==> config.mk <==
export PLATFORM = sky130hd
export DESIGN_NAME = fir_mac_param
export DESIGN_NICKNAME = d
export VERILOG_FILES = /design/src/rtl/fir_mac_param.sv
export SDC_FILE = /design/constraint.sdc
export NUM_CORES = 1
export LEC_CHECK = 0
export ABC_AREA = 0
export CAP_MARGIN = 30
export CELL_PAD_IN_SITES_DETAIL_PLACEMENT = 1
export CELL_PAD_IN_SITES_GLOBAL_PLACEMENT = 1
export CORE_ASPECT_RATIO = 1.75
export CORE_UTILIZATION = 30
export CTS_BUF_LIST = sky130_fd_sc_hd__clkbuf_8 sky130_fd_sc_hd__clkbuf_16
export CTS_CLUSTER_DIAMETER = 120
export DETAILED_ROUTE_END_ITERATION = 12
export PLACE_DENSITY_LB_ADDON = 0.1
export SYNTH_ARGS = -nofsm -noshare
export SYNTH_HDL_FRONTEND = slang
export SYNTH_SLANG_ARGS = --single-unit
==> constraint.sdc <==
create_clock -name clock -period 12.45 [get_ports clock]
set_clock_uncertainty 0.15 [all_clocks]
set_input_delay 3.735 -clock clock [delete_from_list [all_inputs] [get_ports clock]]
set_output_delay 3.735 -clock clock [all_outputs]
set_load 0.05 [all_outputs]
==> src/rtl/fir_mac_param.sv <==
// fir_mac_param: serial-MAC direct-form FIR with a run-time writable coefficient file.
// One tap is accumulated per clock; the result is presented with a one-cycle y_valid pulse.
// Optional macro FIR_SYM_EN: symmetric-coefficient folding (pre-adds mirrored samples,
// stores and iterates over ceil(TAPS/2) coefficients only).
module fir_mac_param #(
  parameter int unsigned TAPS   = 31,
  parameter int unsigned DATA_W = 8,
  parameter int unsigned COEF_W = 10,
  parameter int unsigned ACC_W  = 23,
  parameter int unsigned AW     = 6
) (
  input  logic                     clock,
  input  logic                     reset,
  input  logic                     ready,
  input  logic signed [DATA_W-1:0] x,
  input  logic                     coef_we,
  input  logic        [AW-1:0]     coef_addr,
  input  logic signed [COEF_W-1:0] coef_wdata,
  output logic signed [ACC_W-1:0]  y,
  output logic                     y_valid,
  output logic                     busy,
  output logic                     overrun
);

  localparam int unsigned IW     = (TAPS > 1) ? $clog2(TAPS) : 1;
  localparam int unsigned PW     = IW + 1;
  localparam int unsigned PRE_W  = DATA_W + 1;
  localparam int unsigned PROD_W = PRE_W + COEF_W;
`ifdef FIR_SYM_EN
  localparam int unsigned MAC_N  = (TAPS + 1) / 2;
  localparam int unsigned CENTRE = (TAPS - 1) / 2;
`else
  localparam int unsigned MAC_N  = TAPS;
`endif

  typedef enum logic [1:0] {IDLE, MAC, DONE} state_e;

  state_e                   state_q, state_d;
  logic [IW-1:0]            wr_ptr_q, wr_ptr_d;
  logic [IW-1:0]            idx_q, idx_d;
  logic signed [ACC_W-1:0]  acc_q, acc_d;
  logic signed [ACC_W-1:0]  y_q, y_d;
  logic                     y_valid_q, y_valid_d;
  logic                     busy_q, busy_d;
  logic                     overrun_q, overrun_d;
  logic                     ready_prev_q;
  logic signed [DATA_W-1:0] samp_q [TAPS];
  logic signed [COEF_W-1:0] coef_q [TAPS];

  logic                     start_c;
  logic                     samp_we_c;
  logic                     coef_wr_c;
  logic [PW-1:0]            ptr_inc_c;
  logic [PW-1:0]            rd_a_c;
  logic signed [PRE_W-1:0]  pre_c;
  logic signed [PROD_W-1:0] prod_c;

  assign y       = y_q;
  assign y_valid = y_valid_q;
  assign busy    = busy_q;
  assign overrun = overrun_q;

  // Circular-buffer addressing: next write slot and the newest-relative tap read this cycle
  always_comb begin
    ptr_inc_c = PW'(wr_ptr_q) + PW'(1);
    if (ptr_inc_c == PW'(TAPS)) ptr_inc_c = '0;
    rd_a_c = PW'(wr_ptr_q) + PW'(TAPS) - PW'(idx_q);
    if (rd_a_c >= PW'(TAPS)) rd_a_c = rd_a_c - PW'(TAPS);
  end

`ifdef FIR_SYM_EN
  logic [PW-1:0]            rd_b_c;
  logic signed [DATA_W-1:0] samp_b_c;

  // Pre-add the mirrored sample pair; the centre tap of an odd filter stands alone
  always_comb begin
    rd_b_c = PW'(wr_ptr_q) + PW'(1) + PW'(idx_q);
    if (rd_b_c >= PW'(TAPS)) rd_b_c = rd_b_c - PW'(TAPS);
    samp_b_c = samp_q[IW'(rd_b_c)];
    if ((TAPS % 2 == 1) && (idx_q == IW'(CENTRE))) samp_b_c = '0;
    pre_c = PRE_W'(samp_q[IW'(rd_a_c)]) + PRE_W'(samp_b_c);
  end
`else
  // Single sample per tap, widened to the common pre-add width
  always_comb pre_c = PRE_W'(samp_q[IW'(rd_a_c)]);
`endif

  // Fully signed tap product
  always_comb prod_c = PROD_W'(pre_c) * PROD_W'(coef_q[idx_q]);

  // Next-state, datapath and output decode
  always_comb begin
    state_d   = state_q;
    wr_ptr_d  = wr_ptr_q;
    idx_d     = idx_q;
    acc_d     = acc_q;
    y_d       = y_q;
    y_valid_d = 1'b0;
    overrun_d = 1'b0;
    samp_we_c = 1'b0;
    start_c   = ready & ~ready_prev_q;
    coef_wr_c = coef_we && (state_q == IDLE) && (32'(coef_addr) < MAC_N);
    unique case (state_q)
      IDLE: begin
        if (start_c) begin
          wr_ptr_d  = IW'(ptr_inc_c);
          samp_we_c = 1'b1;
          acc_d     = '0;
          idx_d     = '0;
          state_d   = MAC;
        end
      end
      MAC: begin
        acc_d     = acc_q + ACC_W'(prod_c);
        idx_d     = idx_q + IW'(1);
        overrun_d = start_c;
        if (idx_q == IW'(MAC_N - 1)) state_d = DONE;
      end
      DONE: begin
        y_d       = acc_q;
        y_valid_d = 1'b1;
        overrun_d = start_c;
        state_d   = IDLE;
      end
      default: state_d = IDLE;
    endcase
    busy_d = (state_d != IDLE);
  end

  // State, datapath, sample buffer and coefficient file registers
  always_ff @(posedge clock) begin
    if (reset) begin
      state_q      <= IDLE;
      wr_ptr_q     <= '0;
      idx_q        <= '0;
      acc_q        <= '0;
      y_q          <= '0;
      y_valid_q    <= 1'b0;
      busy_q       <= 1'b0;
      overrun_q    <= 1'b0;
      ready_prev_q <= 1'b0;
      for (int unsigned i = 0; i < TAPS; i++) begin
        samp_q[i] <= '0;
        coef_q[i] <= '0;
      end
    end else begin
      state_q      <= state_d;
      wr_ptr_q     <= wr_ptr_d;
      idx_q        <= idx_d;
      acc_q        <= acc_d;
      y_q          <= y_d;
      y_valid_q    <= y_valid_d;
      busy_q       <= busy_d;
      overrun_q    <= overrun_d;
      ready_prev_q <= ready;
      if (samp_we_c) samp_q[wr_ptr_d] <= x;
      if (coef_wr_c) coef_q[IW'(coef_addr)] <= coef_wdata;
    end
  end

endmodule

==> impl_metrics.json <==
{
  "status": "complete, no violations",
  "place.detailed.hpwl_um": 83900,
  "numCtsBuffers": 68,
  "grt_max_degree": 58,
  "post_cts_buffers": 0,
  "netlist_instances": 2702,
  "ioPinCount": 54,
  "cp_slowest_cell": "a221oi_1",
  "cp_max_fo": 25,
  "final_antenna_net_count": 0,
  "track_usage_pct": 19.6,
  "clock_latency_ps": 670,
  "worst_pin_slew_ps": 1080,
  "yosys_warnings": 0,
  "syn_avg_cell_area_um2": 12.8,
  "path_delay_family": "adder cells",
  "grt_pass1_wl_um": 164000,
  "diodes": 0,
  "p_leak_uw": 0.0145,
  "crit_path_start_kind": "flop",
  "fin_worst_hold_slack_ps": 343,
  "max-vdd-ir-drop_mv": 0.376,
  "port_buffers": 53,
  "drt-total-wl_um": 112000,
  "wl_per_cell_um": 26.4,
  "dp_cells": 4132,
  "synth_seq_area_share_pct": 54.1,
  "vias": 21045,
  "synth_top_area_share_pct": 50.2,
  "first_global_vias": 23636,
  "report.final.slew_viol_count": 0,
  "drc": 0,
  "fillers": 12149,
  "critical_path_buf_inv_count": 6,
  "ys_types": 76,
  "power_density_mw_per_mm2": 273,
  "die_h_um": 450,
  "start_util_pct": 30.2,
  "viasPerCell": 4.94,
  "worstPathRequired_ps": 12800,
  "htree_levels": 3,
  "clock_sinks": 643,
  "setup_viol": 0,
  "dpl_cell_area_mm2": 0.0366,
  "synth_area_leaders": "edfxtp_1, and2_1, mux4_2",
  "cts_max_path_buffers": 3,
  "hold_viol_final": 0,
  "synthArstFlopShare_pct": 0,
  "layout.cells.non_filler": 4257,
  "cpPeakStageDelay_ps": 900,
  "nets": 2911,
  "final_core_util_pct": 34.0,
  "min_path_type": "reg -> reg",
  "layout_commonest_cell": "edfxtp_1",
  "drive_gt1_share_pct": 13.1,
  "die_w_um": 258,
  "synth.largest_area_cell": "edfxtp_1",
  "synthFlopType": "edfxtp_1",
  "cts_tree": "built",
  "most-common-layout-cells": "edfxtp_1, and2_1, inv_1, nor2_1, nand2_1",
  "cts.clk_slew.worst_paths_ps": 60,
  "max_freq_ghz": 0.0911,
  "synth_edf_count": 576,
  "rsz0062_at_grt": "false",
  "synth_seq_cells": 643,
  "cts_root_buffer": "clkbuf_16",
  "holdBufCountCts": 0,
  "regArea_mm2": 0.0186,
  "rows": 164,
  "drv_cap": 0,
  "gp_congestion": 0.855,
  "cts_resized": 0,
  "slew_headroom_pct": 27.5,
  "gr-total-overflow": 0,
  "multi_input_area_mm2": 0.0146,
  "syn_area_mm2": 0.0345,
  "arrival_ps": 11320,
  "core_area_mm2": 0.114,
  "antenna_found_initial": 3,
  "drtIter0Drc": 876,
  "dieArea_mm2": 0.116,
  "setup_tns_ps": 0,
  "cp_common_cell": "fa_1",
  "drtPass1Iterations": 7,
  "cp-end-kind": "flop",
  "period_needed_ps": 10970,
  "fin_area_mm2": 0.0388,
  "worstSetupPathType": "reg -> reg",
  "period_share_pct": 88.1,
  "syn_to_final_growth_pct": 12.6
}
==> registers in the layout, summed over array words and instances, names as in the netlist, named ones only <==
register / flops
wr_ptr_q: 5
y: 23
busy: 1
coef_q: 320
idx_q: 5
acc_q: 23
state_q: 2
ready_prev_q: 1
y_valid: 1
overrun: 1
samp_q: 256
==> worst register-to-register path: cells and delay by family, from the launching register on <==
kind            cells  cell delay, ps
compound gates     10            3320
flops               1             540
simple gates        5            1240
fa+ha+maj           9            3950
buf+inv             6             940
xor+xnor            1             680
==> cells in the mapped netlist, drive strengths merged, types with 6 or more instances <==
master / n
edfxtp: 576
and2: 565
inv: 152
nor2: 148
clkbuf: 142
nand2: 114
fa: 108
mux4: 107
mux2i: 103
a21oi: 73
or2: 69
dfxtp: 67
ha: 65
buf: 37
a31oi: 35
nand3: 26
o21ai: 25
xnor2: 24
a22oi: 23
mux2: 17
nand4: 15
o31ai: 15
a211oi: 13
a21o: 12
nor3: 12
a2111oi: 11
nand2b: 10
nor4: 10
o221ai: 10
o211ai: 9
a32oi: 7
or3: 7
o21bai: 6
==> per-stage QoR <==
stage	total power [µW]	worst slack (ps)
2_1_floorplan	6840	3440
3_3_place_gp	8650	1600
3_5_place_dp	8750	1550
4_1_cts	10900	1510
5_1_grt	11600	909
6_report	10600	1480
==> cell type report <==
class                           instances  share of cell area (%)
Timing Repair Buffer                  108                    2.49
Clock inverter                         53                    1.11
Multi-Input combinational cell       1737                    37.6
Sequential cell                       643                    48.0
Clock buffer                           70                    4.48
Inverter                              152                    1.47
Tap cell                             1494                    4.81
==> cells by family after synthesis <==
family	synth area share [%]
and+or+nand+nor	16.6
DFF	54.1
AOI/OAI and AO/OA	5.61
adders and majority gates	8.63
other	0.0109
muxes	10.5
xor gates and xnor gates	0.813
buffers and inverters	3.76
==> per-layer routing <==
layer	share of wire, %	wire, µm	track usage (%)	up-vias
met4	4.9	5530	9.44	0
met2	57	63500	38.8	378
met3	2.7	2980	2.22	168
li1	-	-	-	9613
met1	36	40200	19.9	10886
met5	0	0	0	-
==> worst paths after layout <==
path / startpoint / endpoint / slack (ps) / depth (start not counted)
setup / recovery: wr_ptr_q[0] / acc_q[20] / 1480 / 31
setup reg to reg: wr_ptr_q[0] / acc_q[20] / 1480 / 31
hold / removal: y[15] / y[15] / 340 / 2
hold reg to reg: y[15] / y[15] / 340 / 2
==> power breakdown <==
group	total (µW)	internal (µW)	switching [µW]
Combinational	6110	2460	3650
Sequential	2460	2430	37.3
Clock	2040	1130	913
Total	10600	6010	4600
Note: power is estimated with default switching activity, not from simulation.
